--- config.mk ---
export PLATFORM = sky130hd
export DESIGN_NAME = fpu_issue
export DESIGN_NICKNAME = d
export VERILOG_FILES = /design/src/rtl/fpu_pkg.sv /design/src/rtl/fpu_issue.sv
export SDC_FILE = /design/constraint.sdc
export NUM_CORES = 1
export LEC_CHECK = 0
export ABC_AREA = 1
export CORE_AREA = 2 2 86 88
export DETAILED_ROUTE_END_ITERATION = 12
export DIE_AREA = 0 0 88 90
export DONT_BUFFER_PORTS = 1
export GPL_TIMING_DRIVEN = 0
export HOLD_SLACK_MARGIN = 0.12
export PLACE_DENSITY = 0.8
export SLEW_MARGIN = 20
export SYNTH_ARGS = -nofsm -noshare
export SYNTH_HDL_FRONTEND = slang
export SYNTH_SLANG_ARGS = --single-unit
--- constraint.sdc ---
create_clock -name clk -period 3.6 [get_ports clk]
set_input_delay 0.72 -clock clk [delete_from_list [all_inputs] [get_ports clk]]
set_output_delay 0.72 -clock clk [all_outputs]
set_load 0.05 [all_outputs]
--- src/rtl/fpu_pkg.sv ---
// rtl/fpu_pkg.sv - shared op codes, state encoding and defaults for the FPU issuer
package fpu_pkg;

  localparam int DEFAULT_TIMEOUT = 64;

  // FPU op select codes (5-bit encoding shared with the FPU top)
  localparam logic [4:0] FADD  = 5'd0;
  localparam logic [4:0] FSUB  = 5'd1;
  localparam logic [4:0] FMUL  = 5'd2;
  localparam logic [4:0] FDIV  = 5'd3;
  localparam logic [4:0] FSQRT = 5'd4;
  localparam logic [4:0] FMIN  = 5'd5;
  localparam logic [4:0] FMAX  = 5'd6;
  localparam logic [4:0] FEQ   = 5'd8;
  localparam logic [4:0] FLT   = 5'd9;
  localparam logic [4:0] FLE   = 5'd10;

  // Issuer state encoding
  localparam logic [1:0] ST_IDLE  = 2'd0;
  localparam logic [1:0] ST_ISSUE = 2'd1;
  localparam logic [1:0] ST_WAIT  = 2'd2;

  typedef enum logic [1:0] {
    S_IDLE  = ST_IDLE,
    S_ISSUE = ST_ISSUE,
    S_WAIT  = ST_WAIT
  } state_e;

endpackage

--- src/rtl/fpu_issue.sv ---
// rtl/fpu_issue.sv - single-outstanding FPU en/ready initiator with timeout guard
module fpu_issue
  import fpu_pkg::*;
#(
  parameter int TAG_W   = 6,
  parameter int OP_W    = 5,
  parameter int TIMEOUT = DEFAULT_TIMEOUT,
  parameter int CNT_W   = 7
) (
  input  logic             clk,
  input  logic             rst,
  input  logic             req_valid,
  output logic             req_ready,
  input  logic [OP_W-1:0]  req_op,
  input  logic [31:0]      req_a,
  input  logic [31:0]      req_b,
  input  logic [TAG_W-1:0] req_tag,
  output logic             fpu_en,
  output logic [OP_W-1:0]  fpu_op,
  output logic [31:0]      fpu_a,
  output logic [31:0]      fpu_b,
  input  logic [31:0]      fpu_c,
  input  logic             fpu_ready,
  output logic             wb_valid,
  output logic [31:0]      wb_data,
  output logic [TAG_W-1:0] wb_tag,
  output logic             err_timeout
);

  state_e             state_q, state_d;
  logic [CNT_W-1:0]   cnt_q, cnt_d;
  logic [OP_W-1:0]    op_q, op_d;
  logic [31:0]        a_q, a_d, b_q, b_d;
  logic [TAG_W-1:0]   tag_q, tag_d;
  logic               req_ready_q, req_ready_d;
  logic               fpu_en_q, fpu_en_d;
  logic               wb_valid_q, wb_valid_d;
  logic [31:0]        wb_data_q, wb_data_d;
  logic [TAG_W-1:0]   wb_tag_q, wb_tag_d;
  logic               err_q, err_d;

  localparam logic [CNT_W-1:0] CNT_LAST = CNT_W'(TIMEOUT - 1);

  // Next-state, counter and registered-output computation
  always_comb begin
    state_d    = state_q;
    cnt_d      = cnt_q;
    op_d       = op_q;
    a_d        = a_q;
    b_d        = b_q;
    tag_d      = tag_q;
    wb_valid_d = 1'b0;
    wb_data_d  = wb_data_q;
    wb_tag_d   = wb_tag_q;
    err_d      = err_q;
    case (state_q)
      S_IDLE: begin
        if (req_valid) begin
          op_d    = req_op;
          a_d     = req_a;
          b_d     = req_b;
          tag_d   = req_tag;
          state_d = S_ISSUE;
        end
      end
      S_ISSUE: begin
        // units register their inputs, so a ready here cannot belong to this op
        cnt_d   = '0;
        state_d = S_WAIT;
      end
      S_WAIT: begin
        cnt_d = cnt_q + CNT_W'(1);
        if (fpu_ready) begin
          wb_valid_d = 1'b1;
          wb_data_d  = fpu_c;
          wb_tag_d   = tag_q;
          state_d    = S_IDLE;
        end else if (cnt_q == CNT_LAST) begin
          wb_valid_d = 1'b1;
          wb_data_d  = '0;
          wb_tag_d   = tag_q;
          err_d      = 1'b1;
          state_d    = S_IDLE;
        end
      end
      default: state_d = S_IDLE;
    endcase
    req_ready_d = (state_d == S_IDLE);
    fpu_en_d    = (state_d == S_ISSUE);
  end

  // State and output registers with synchronous reset
  always_ff @(posedge clk) begin
    if (rst) begin
      state_q     <= S_IDLE;
      cnt_q       <= '0;
      op_q        <= '0;
      a_q         <= '0;
      b_q         <= '0;
      tag_q       <= '0;
      req_ready_q <= 1'b1;
      fpu_en_q    <= 1'b0;
      wb_valid_q  <= 1'b0;
      wb_data_q   <= '0;
      wb_tag_q    <= '0;
      err_q       <= 1'b0;
    end else begin
      state_q     <= state_d;
      cnt_q       <= cnt_d;
      op_q        <= op_d;
      a_q         <= a_d;
      b_q         <= b_d;
      tag_q       <= tag_d;
      req_ready_q <= req_ready_d;
      fpu_en_q    <= fpu_en_d;
      wb_valid_q  <= wb_valid_d;
      wb_data_q   <= wb_data_d;
      wb_tag_q    <= wb_tag_d;
      err_q       <= err_d;
    end
  end

  assign req_ready   = req_ready_q;
  assign fpu_en      = fpu_en_q;
  assign fpu_op      = op_q;
  assign fpu_a       = a_q;
  assign fpu_b       = b_q;
  assign wb_valid    = wb_valid_q;
  assign wb_data     = wb_data_q;
  assign wb_tag      = wb_tag_q;
  assign err_timeout = err_q;

endmodule

==> results of run 1 <==
[layout by cell type, fill, tap and decap left out, types with 4 or more instances in the layout]
master / instances
nor2_1: 170
dfxtp_1: 126
nand2_1: 86
o21ai_0: 68
a21oi_1: 38
clkbuf_1: 20
inv_1: 17
clkbuf_16: 16
o21ai_1: 15
buf_2: 13
ha_1: 5
clkinv_2: 5
clkinvlp_4: 4
[cell type report]
| type | instances | area [sq um] | share of cell area, % |
|---|---|---|---|
| Sequential cell | 126 | 2520 | 48.6 |
| Multi-Input combinational cell | 396 | 1720 | 33.1 |
| Clock buffer | 17 | 414 | 7.98 |
| Clock inverter | 15 | 171 | 3.30 |
| Buffer | 36 | 163 | 3.13 |
| Tap cell | 99 | 124 | 2.39 |
| Inverter | 19 | 76.3 | 1.47 |
[cells in the mapped netlist (2+ instances only)]
master	instances
nand3_1	2
o21bai_1	2
nor2_1	170
ha_1	5
buf_2	13
o21ai_0	68
nor3_1	3
nand2_1	86
o21ai_1	15
a21oi_1	38
dfxtp_1	126
clkbuf_1	20
inv_1	17
nand4_1	2
nand2_2	2
[per-stage QoR]
step                area, sq um  hold WS [ns]  worst slack, ns  std cells
floorplan                  4480         0.450             2.13        577
global placement           4600         0.462             1.83        676
detailed placement         4600         0.476             1.76        676
CTS                        5190         0.343             1.69        708
global route               5190         0.346             1.61        708
finish                     5190         0.371             1.71        708
[registers in the layout (all words and copies together), names as in the netlist]
| signal | count |
|---|---|
| wb_valid | 1 |
| wb_tag | 6 |
| cnt_q | 7 |
| req_ready | 1 |
| fpu_b | 32 |
| fpu_a | 32 |
| err_timeout | 1 |
| state_q | 2 |
| wb_data | 32 |
| fpu_op | 5 |
| fpu_en | 1 |
| tag_q | 6 |
[cells by family (layout without fill, tap and decap cells)]
| group | Yosys count | in the layout |
|---|---|---|
| compound gates | 124 | 124 |
| fa+ha+maj | 5 | 5 |
| buf+inv | 55 | 87 |
| flops | 126 | 126 |
| simple gates | 267 | 267 |
[per-layer routing]
| metal | global-route usage, % | share of wire [%] | vias to the layer above |
|---|---|---|---|
| met5 | 0 | 0 | - |
| met4 | 10.9 | 1.8 | 0 |
| met3 | 9.09 | 9.1 | 16 |
| met2 | 45.5 | 50 | 150 |
| met1 | 30.0 | 39 | 1701 |
| li1 | - | - | 1885 |
[final timing paths]
path	startpoint	end	cells after the start	slack [ns]
setup / recovery	fpu_a[10]	fpu_a[10]	0	1.71
hold reg to reg	tag_q[3]	tag_q[3]	2	0.49
setup reg to reg	state_q[0]	fpu_b[3]	7	1.80
hold / removal	fpu_c[5]	wb_data[5]	2	0.37
[where the power goes]
group / total (mW) / switching, mW / leakage [nW] / internal [mW]
sequential: 1.95 / 0.439 / 1.03 / 1.51
combinational: 0.301 / 0.198 / 0.771 / 0.103
clock: 1.66 / 0.607 / 0.280 / 1.05
total: 3.91 / 1.24 / 2.09 / 2.66
==> metrics.md, run 1 <==
| Metric | Value |
|---|---|
| Clock-pin transition on the worst setup and hold timing paths | `~0.060 ns` |
| Synth cell types | `23` |
| FILL cells | `~540` |
| Synth area leaders | `dfxtp_1, nor2_1, o21ai_0` |
| Post CTS Setup Buffer Count | `0` |
| First-pass GRT wire length | `roughly 17000 microns` |
| Fmax | `529 MHz` |
| Slew headroom | `62.2%` |
| Mapped Avg Cell Area | `around 7.8 sq um` |
| Max-slew violations | `0` |
| Crit path time final | `around 1.9 ns` |
| Worst slew pin tran | `between 0.5 and 0.6 ns` |
| Routed wire length | `between 10000 and 15000 microns` |
| Layout net count | `712` |
| CTS tree | `done` |
| Ys async rst share | `0%` |
| Worst path arrival time | `about 1.2 ns` |
| # hold bufs at CTS | `0` |
| DR pass1 iterations | `5` |
| Syn Inst Count | `approximately 580` |
| H-tree lvl count | `4` |
| Area leader, netlist | `dfxtp_1` |
| Final hold vios | `0` |
| Die ar. | `roughly 8000 sq um` |
| Critical Path RT | `between 2 and 3 ns` |
| CP max FO | `2` |
| Post-synthesis mux area share | `0%` |
| Io pins | `approximately 220` |
| Via Count | `around 3800` |
| Die Width | `roughly 88 microns` |
| Register area share after synthesis | `between 50 and 60%` |
| Rows | `31` |
| Kind of critical path | `register to output port` |
| # DRC | `0` |
| Class of the worst hold path | `input port to register` |
| Routed Antenna Nets | `0` |
| Iter 0 DRT Violations | `118` |
| Area Overhead vs Synth | `15.8%` |
| # setup viols final | `0` |
| Post-DP HPWL | `7670 microns` |
| Routed len/inst | `15.2 microns` |
| Crit start category | `register` |
| GR Overflow Total | `0` |
| Vias/cell | `about 5.3` |
| Setup repair after global routing missed its margin | `false` |
| Synth top area share | `between 50% and 60%` |
| Setup TNS Final | `0 ns` |
| Status | `finished, final reports clean` |
| XOR/XNOR share of the synthesized area | `0%` |
| Syn nets | `around 700` |
| Global-route usage over all layers | `26.7%` |
| Max-cap viol count | `0` |
| Largest family of logic cells by synthesized area | `simple AND/OR/NAND/NOR gates` |
| Fin crit share | `approximately 53%` |
| Die Y | `~90 microns` |
| PwrDens | `about 750 nW/um^2` |
| Leakage | `2.09 nW` |
| Post-Synth Adder-Cell Area | `approximately 1.4%` |
| #FFs+latches synth | `126` |
| GP Congestion | `approximately 0.86` |
| Max Root-Sink Buffers | `2` |
| Primary FF master, synth | `dfxtp_1` |
| Layout Utilization | `73.9%` |
| # resized after CTS | `0` |
| Number of global-route vias before repair | `between 3000 and 4000` |
| YS warnings | `0` |
| Initial antenna violation count | `0` |
| Core Region | `7020 sq um` |
| Power Total | `just under 4 mW` |
| Post-synth EDFFs | `0` |
| Setup Skew | `0.00699 ns` |
| Clk Latency, worst-skew pair | `0.49 ns` |
| Synth Area in Simple Gates | `between 20% and 30%` |
| Initial Util | `a little under two thirds` |
| Cell Area, Synth | `approximately 4500 sq um` |
| CP Capture Type | `output port` |
| Root Buffer | `clkbuf_8` |
| Diodes inserted | `0` |
| I/O Buffers | `0` |
| Num CTS Buffers | `17` |
| Synth Area in Compound Gates | `around 14%` |
| CTS Sinks | `~130` |
| Maximum vdd ir drop | `about 570 uV` |
| Largest net degree at the start of global routing | `17` |
| Share of post-route cells with drive strength above 1 | `~8.5%` |
No activity file was read; power rests on OpenSTA's default activity.
==> run 2: changes to the inputs <==
--- a/config.mk
+++ b/config.mk
@@ -6,13 +6,12 @@
 export NUM_CORES = 1
 export LEC_CHECK = 0
 export ABC_AREA = 1
-export CORE_AREA = 2 2 86 88
+export CORE_UTILIZATION = 56
 export DETAILED_ROUTE_END_ITERATION = 12
-export DIE_AREA = 0 0 88 90
 export DONT_BUFFER_PORTS = 1
 export GPL_TIMING_DRIVEN = 0
 export HOLD_SLACK_MARGIN = 0.12
-export PLACE_DENSITY = 0.8
+export PLACE_DENSITY = 0.74
 export SLEW_MARGIN = 20
 export SYNTH_ARGS = -nofsm -noshare
 export SYNTH_HDL_FRONTEND = slang
==> constraint.sdc (replaced) <==
create_clock -name clk -period 1.7 [get_ports clk]
set_input_delay 0.34 -clock clk [delete_from_list [all_inputs] [get_ports clk]]
set_output_delay 0.34 -clock clk [all_outputs]
set_load 0.05 [all_outputs]
==> run 2 against run 1 <==
Compared with the run above: highest routed layer unchanged; power grew 130%; non-clock buffer count grew 109; critical path depth rose by 8; count of clock-buffer cells in the layout increased by 3; first-iteration DRC count rose by 100%; sequential cell count did not move; wire length up 26%; largest power group unchanged; register-to-register slack got worse by 1.7 ns; sequential share of layout area shrank 9.1 points; clock skew up 0.0028 ns; cell count increased by 16%; sequential power up 110%.
==> metrics.md, run 2 (synthesized netlist as in run 1, its figures left out) <==
| Metric | Value |
|---|---|
| Commonest non-fill, non-tap cell in the layout | `nor2_1` |
| Rows | `32 (+3.2%)` |
| Worst Setup EP | `fpu_b[30]` |
| CTS tree | `done` |
| GP Congestion | `0.821 (-4.0%)` |
| Initial Util | `58.0% (-5.8 points)` |
| Die ar. | `8360 sq um (+5.6%)` |
| DR pass1 iterations | `5 (unchanged)` |
| Grt met3 use | `10.1% (+1.0 points)` |
| Crit start category | `register` |
| R2r startpoint | `state_q[0]` |
| Power Total | `9.13 mW (+130%)` |
| I/O Buffers | `0 (unchanged)` |
| Routed len/inst | `16.5 microns (+8.5%)` |
| Crit path from | `state_q[0]` |
| CTS Sinks | `126 (unchanged)` |
| Met2 Use GR | `58.1% (+13 points)` |
| Worst path arrival time | `2.03 ns (+0.86 ns)` |
| Number of global-route vias before repair | `4562 (+26%)` |
| Worst hold path depth | `5 (+3)` |
| CP max FO | `10 (+8)` |
| Fin crit share | `between 90% and 100%` |
| Post CTS Setup Buffer Count | `0 (unchanged)` |
| Root Buffer | `clkbuf_8` |
| Num CTS Buffers | `17 (unchanged)` |
| Die Y | `91.4 microns (+1.6%)` |
| Via Count | `4418 (+18%)` |
| Maximum vdd ir drop | `880 uV (+54%)` |
| Status | `finished, final reports clean` |
| Max Root-Sink Buffers | `2 (unchanged)` |
| Fmax | `about 630 MHz` |
| Largest net degree at the start of global routing | `17 (unchanged)` |
| Post-Route Hold Slack | `0.148 ns (-0.223 ns)` |
| Final hold vios | `0 (unchanged)` |
| Crit path time final | `1.59 ns` |
| Commonest non-fill, non-tap cells in the layout | `nor2_1, dfxtp_1, dlygate4sd3_1` |
| Routed Antenna Nets | `0 (unchanged)` |
| H-tree lvl count | `4 (unchanged)` |
| Max-cap viol count | `0 (unchanged)` |
| Routed wire length | `13500 microns (+26%)` |
| Met1 Track Usage GR | `33.6% (+3.6 points)` |
| # setup viols final | `0 (unchanged)` |
| GR Overflow Total | `0 (unchanged)` |
| Setup Skew | `0.00977 ns (+0.00279 ns)` |
| Clk Latency, worst-skew pair | `0.51 ns (+0.02 ns)` |
| Post-DP HPWL | `7810 microns (+1.8%)` |
| CP Capture Type | `register` |
| Die Width | `91.4 microns (+3.9%)` |
| Layout Utilization | `82.7% (+8.8 points)` |
| Worst slew pin tran | `0.625 ns (+0.0592 ns)` |
| Diodes inserted | `0 (unchanged)` |
| Max-slew violations | `0 (unchanged)` |
| Clock-pin transition on the worst setup and hold timing paths | `0.06 ns (about the same)` |
| Core Region | `7730 sq um (+10%)` |
| Gr busiest metal | `met2` |
| Leakage | `2.60 nW (+25%)` |
| Placed cells | `679 (+0.44%)` |
| Layout net count | `821 (+15%)` |
| Area Overhead vs Synth | `42.7%` |
| Initial antenna violation count | `0 (unchanged)` |
| First-pass GRT wire length | `21300 microns (+28%)` |
| Io pins | `222 (unchanged)` |
| Share of post-route cells with drive strength above 1 | `8.50% (-0.043 points)` |
| # DRC | `0 (unchanged)` |
| Global-route usage over all layers | `32.7% (+6.0 points)` |
| Setup repair after global routing missed its margin | `false` |
| Class of the worst hold path | `input port to register` |
| Vias/cell | `5.39 (+1.7%)` |
| Slew headroom | `58.3% (-4.0 points)` |
| FF-to-FF setup slack | `0.11 ns (-1.69 ns)` |
| Worst reg2reg endpoint | `fpu_b[30]` |
| Final Non-Filler Cells | `820 (+16%)` |
| Iter 0 DRT Violations | `239 (+100%)` |
| PwrDens | `1430 nW/um^2 (+90%)` |
| FF-to-FF path depth | `8 (+1)` |
| Kind of critical path | `register to register` |
| Critical Path RT | `2.14 ns (-0.74 ns)` |
## run 2: cell count changes in the layout (fill, tap and decap cells not counted), sizes merged
cell	previous run	this run
inv	19	20
bufinv	3	6
dlygate4sd3	0	109
clkinv	8	4
clkinvlp	4	1
clkbuf	37	41
buf	16	15
## run 2: worst max-delay path, stage by stage, from the launching register on
cell and delay, ns:
dfxtp_2 0.34, inv_1 0.08, ha_2 0.20, nand2_2 0.10
inv_1 0.09, buf_2 0.22, buf_2 0.25, nor2_1 0.08
nor2_1 0.15
## run 2: how the worst min path moves through the flow
| stage | to | slack (ns) | from |
|---|---|---|---|
| 2_1_floorplan | tag_q[1] | 0.45 | tag_q[1] |
| 3_5_place_dp | tag_q[3] | 0.47 | tag_q[3] |
| 6_report | state_q[0] | 0.15 | fpu_ready |
| 4_1_cts | state_q[0] | 0.13 | fpu_ready |
| 5_1_grt | state_q[0] | 0.18 | fpu_ready |
| 3_3_place_gp | tag_q[2] | 0.46 | tag_q[2] |
## run 2: final cells by class
| type | count | area [sq um] |
|---|---|---|
| clock buffer | 20 | 445 |
| sequential | 126 | 2520 |
| multi-input combinational | 396 | 1730 |
| fill | 441 | 1330 |
| clock inverter | 12 | 231 |
| timing repair buffer | 109 | 1090 |
| tap | 102 | 128 |
| buffer | 36 | 171 |
| inverter | 19 | 76.3 |
## run 2: metrics by stage
step	setup slack, ns	area, sq um	setup TNS (ns)
2_1_floorplan	0.290	4480	0
3_3_place_gp	-0.0430	4610	-0.170
3_5_place_dp	-0.0548	4610	-0.395
4_1_cts	0.00139	6380	0
5_1_grt	0.00136	6390	0
6_report	0.106	6390	0
## run 2: where the power goes
| group | internal [mW] | leakage [nW] | switching (mW) |
|---|---|---|---|
| clock | 2.77 | 0.326 | 1.33 |
| sequential | 3.20 | 1.04 | 0.939 |
| combinational | 0.394 | 1.24 | 0.495 |
## run 2: repair_timing
| item | in CTS | in global routing |
|---|---|---|
| hold buffers | 109 | 0 |
| resized for setup | 5 | 6 |
| endpoints found under the setup margin | 30 | 62 |
| pin swaps | 0 | 0 |
| hold endpoints to repair | 112 | 0 |
## run 2: metal layers
metal	part of all wire, %	up-vias
met3	7.2	52
met4	3.7	0
li1	-	2099
met2	51	218
met5	0	-
met1	38	2049
==> run 3: changes to the inputs <==
--- a/config.mk
+++ b/config.mk
@@ -5,7 +5,6 @@
 export SDC_FILE = /design/constraint.sdc
 export NUM_CORES = 1
 export LEC_CHECK = 0
-export ABC_AREA = 1
 export CORE_UTILIZATION = 56
 export DETAILED_ROUTE_END_ITERATION = 12
 export DONT_BUFFER_PORTS = 1
==> run 3 against run 2 <==
Compared with the run above: sequential power decreased by 7.5%; combinational power decreased by 6.4%; largest power group is now clock; first-iteration DRC count increased by 0.84%; cell area increased by 2.5%; clock skew increased by 0.00086 ns; non-clock buffer count increased by 10; sequential share of layout area decreased by 0.91 points; global-route usage increased by 1.2 points; critical path type unchanged.
==> metrics.md, run 3 <==
| Metric | Value |
|---|---|
| Status | `finished, final reports clean` |
| Register area share after synthesis | `55.6% (-0.70 points)` |
| Crit start category | `register` |
| Initial Util | `58.4% (+0.43 points)` |
| Via Count | `4570 (+3.4%)` |
| DR pass1 iterations | `5 (unchanged)` |
| Multi-input logic area | `1870 sq um (+8.3%)` |
| Diodes inserted | `0 (unchanged)` |
| Worst Setup EP | `fpu_a[0]` |
| Design area | `6550 sq um (+2.5%)` |
| Rows | `32 (unchanged)` |
| Crit path from | `state_q[1]` |
| Max Root-Sink Buffers | `2 (unchanged)` |
| Primary FF master, synth | `dfxtp_1` |
| Leakage | `2.44 nW (-6.2%)` |
| Fmax | `614 MHz (-2.2%)` |
| CP max FO | `10 (unchanged)` |
| FF-to-FF setup slack | `0.07 ns (-0.04 ns)` |
| Post-synth EDFFs | `0 (unchanged)` |
| Layout net count | `816 (-0.61%)` |
| Commonest non-fill, non-tap cells in the layout | `nand2_1, dfxtp_1, a21oi_1` |
| Routed wire length | `14300 microns (+5.9%)` |
| Vias/cell | `5.61 (+4.1%)` |
| I/O Buffers | `0 (unchanged)` |
| FF-to-FF path depth | `7 (-1)` |
| Total net switching power | `2.49 mW (-10%)` |
| H-tree lvl count | `4 (unchanged)` |
| Pre-CTS setup slack | `-0.262 ns (-0.207 ns)` |
| Final worst slack | `0.0701 ns (-0.0355 ns)` |
| Switching share of total power | `28.9% (-1.4 points)` |
| Slew headroom | `61.0% (+2.7 points)` |
| Die Y | `92.0 microns (+0.61%)` |
| Area Overhead vs Synth | `44.5%` |
| CTS tree | `done` |
| Logic pwr share | `9.7% (about the same)` |
| # DRC | `0 (unchanged)` |
| FILL cells | `404 (-8.4%)` |
| Initial antenna violation count | `0 (unchanged)` |
| Die Width | `92.0 microns (+0.61%)` |
| Post-DP HPWL | `7860 microns (+0.60%)` |
| Post-DP Area | `4660 sq um (+1.2%)` |
| Crit path time final | `1.63 ns (+0.0355 ns)` |
| Worst path arrival time | `2.05 ns (+0.02 ns)` |
| Cell Area, Synth | `4540 sq um (+1.3%)` |
| GP Congestion | `0.808 (-1.6%)` |
| Largest net degree at the start of global routing | `17 (unchanged)` |
| Worst reg2reg endpoint | `fpu_a[0]` |
| Commonest non-fill, non-tap cell in the layout | `nand2_1` |
| Max-slew violations | `0 (unchanged)` |
| Global-route usage over all layers | `33.9% (+1.2 points)` |
| Area leader, netlist | `dfxtp_1` |
| First-pass GRT wire length | `22400 microns (+4.9%)` |
| Sequential cell area | `2530 sq um (+0.15%)` |
| Int Pwr | `6.13 mW (-3.7%)` |
| Syn nets | `684 (-1.3%)` |
| #FFs+latches synth | `126 (unchanged)` |
| YS warnings | `0 (unchanged)` |
| GR Overflow Total | `0 (unchanged)` |
| Clk Latency, worst-skew pair | `0.51 ns (about the same)` |
| PwrDens | `1320 nW/um^2 (-7.9%)` |
| CP Capture Type | `register` |
| Final hold vios | `0 (unchanged)` |
| Kind of critical path | `register to register` |
| Most frequent cell after synthesis | `nand2_1` |
| Class of the worst hold path | `input port to register` |
| Fin crit share | `95.9% (+2.1 points)` |
| # setup viols final | `0 (unchanged)` |
| Routed len/inst | `17.6 microns (+6.5%)` |
| Ys async rst share | `0% (unchanged)` |
| Clock-pin transition on the worst setup and hold timing paths | `0.07 ns (about the same)` |
| Synth area leaders | `dfxtp_1, nand2_1, a21oi_1` |
| Synth top area share | `55.6% (-0.70 points)` |
| Mapped Avg Cell Area | `7.99 sq um (+2.9%)` |
| Setup Skew | `0.0106 ns (+0.000861 ns)` |
| Die ar. | `8460 sq um (+1.2%)` |
| Flop pwr share | `44.4% (-0.9 points)` |
| Core Region | `7770 sq um (+0.52%)` |
| R2r startpoint | `state_q[1]` |
| Synth cell types | `30 (+30%)` |
| Io pins | `222 (unchanged)` |
| Syn Inst Count | `568 (-1.6%)` |
| Num CTS Buffers | `17 (unchanged)` |
| Critical Path RT | `2.12 ns (-0.02 ns)` |
| Routed Antenna Nets | `0 (unchanged)` |
| Final Non-Filler Cells | `815 (-0.61%)` |
| CTS Sinks | `126 (unchanged)` |
| Post-synth top cells | `nand2_1, dfxtp_1, a21oi_1` |
| Iter 0 DRT Violations | `241 (+0.84%)` |
| Share of post-route cells with drive strength above 1 | `9.82% (+1.3 points)` |
| Max-cap viol count | `0 (unchanged)` |
| Placed cells | `670 (-1.3%)` |
| Root Buffer | `clkbuf_8` |
| Clock power share | `45.9% (+1.0 points)` |
| Worst slew pin tran | `0.584 ns (-0.0411 ns)` |
| Maximum vdd ir drop | `822 uV (-6.6%)` |
| Number of global-route vias before repair | `4784 (+4.9%)` |
## run 3: kinds of logic after synthesis
| logic type | Yosys count | share of synthesized area (%) |
|---|---|---|
| and+or+nand+nor | 258 | 23.6 |
| AOI/OAI and AO/OA | 131 | 14.9 |
| DFF | 126 | 55.6 |
| buffers and inverters | 45 | 3.92 |
| adders and majority gates | 5 | 1.38 |
| xor gates and xnor gates | 3 | 0.579 |
## run 3: how the worst min path moves through the flow
stage	from	to	slack [ns]	cells past startpoint
5_1_grt	req_valid	fpu_en	0.14	3
3_3_place_gp	tag_q[1]	tag_q[1]	0.45	2
4_1_cts	req_valid	fpu_en	0.12	3
2_1_floorplan	tag_q[0]	tag_q[0]	0.44	2
3_5_place_dp	tag_q[4]	wb_tag[4]	0.45	2
6_report	req_valid	fpu_en	0.12	3
## run 3: timing repair
item	4_1_cts	5_1_grt
endpoints found under the setup margin	91	81
setup buffers	1	3
hold buffers	110	0
endpoints found under the hold margin	112	0
gates resized for setup	21	30
pin swaps	2	2
gates cloned	0	0
## run 3: per-stage QoR
step | TNS (ns) | utilization [%] | power (mW) | hold slack [ns]
after detailed placement | -12.82 | 60.0 | 4.42 | 0.452
after floorplan | 0 | - | 4.26 | 0.437
after CTS | 0 | 83.3 | 8.56 | 0.122
after global placement | -8.92 | 60.0 | 4.39 | 0.447
final | 0 | 84.4 | 8.62 | 0.123
after global routing | -0.0130 | 84.4 | 8.90 | 0.140
## run 3: critical path, stage by stage (launching register included)
cell and delay [ns]:
dfxtp_2 0.36, inv_1 0.09, ha_2 0.22, and2_1 0.19
buf_4 0.20, clkbuf_4 0.22, nand2_1 0.07, a21oi_1 0.19
## run 3: cell type report
class                   count  share of cell area [%]
plain buffers              41                    3.34
clock buffers              19                    6.74
clock inverters            13                    3.21
inverters                   3                   0.210
multi-input cells         397                    28.5
flip-flops and latches    126                    38.6
well taps                 102                    1.95
repair buffers            114                    17.4
## run 3: power by group through the flow
stage               logic [mW]  registers [mW]  clock network, mW
finish                   0.833            3.83               3.96
floorplan                0.429            3.83                  0
global placement         0.517            3.87                  0
global route             0.911            3.84               4.15
CTS                      0.759            3.82               3.98
detailed placement       0.540            3.87                  0
## run 3: per-layer routing
metal / vias to the layer above / routed length, microns / GRT usage (%)
met5: - / 0 / 0
met4: 0 / 392 / 18.2
met3: 46 / 1180 / 10.3
met2: 242 / 7750 / 64.4
met1: 2136 / 5010 / 32.2
li1: 2146 / - / -
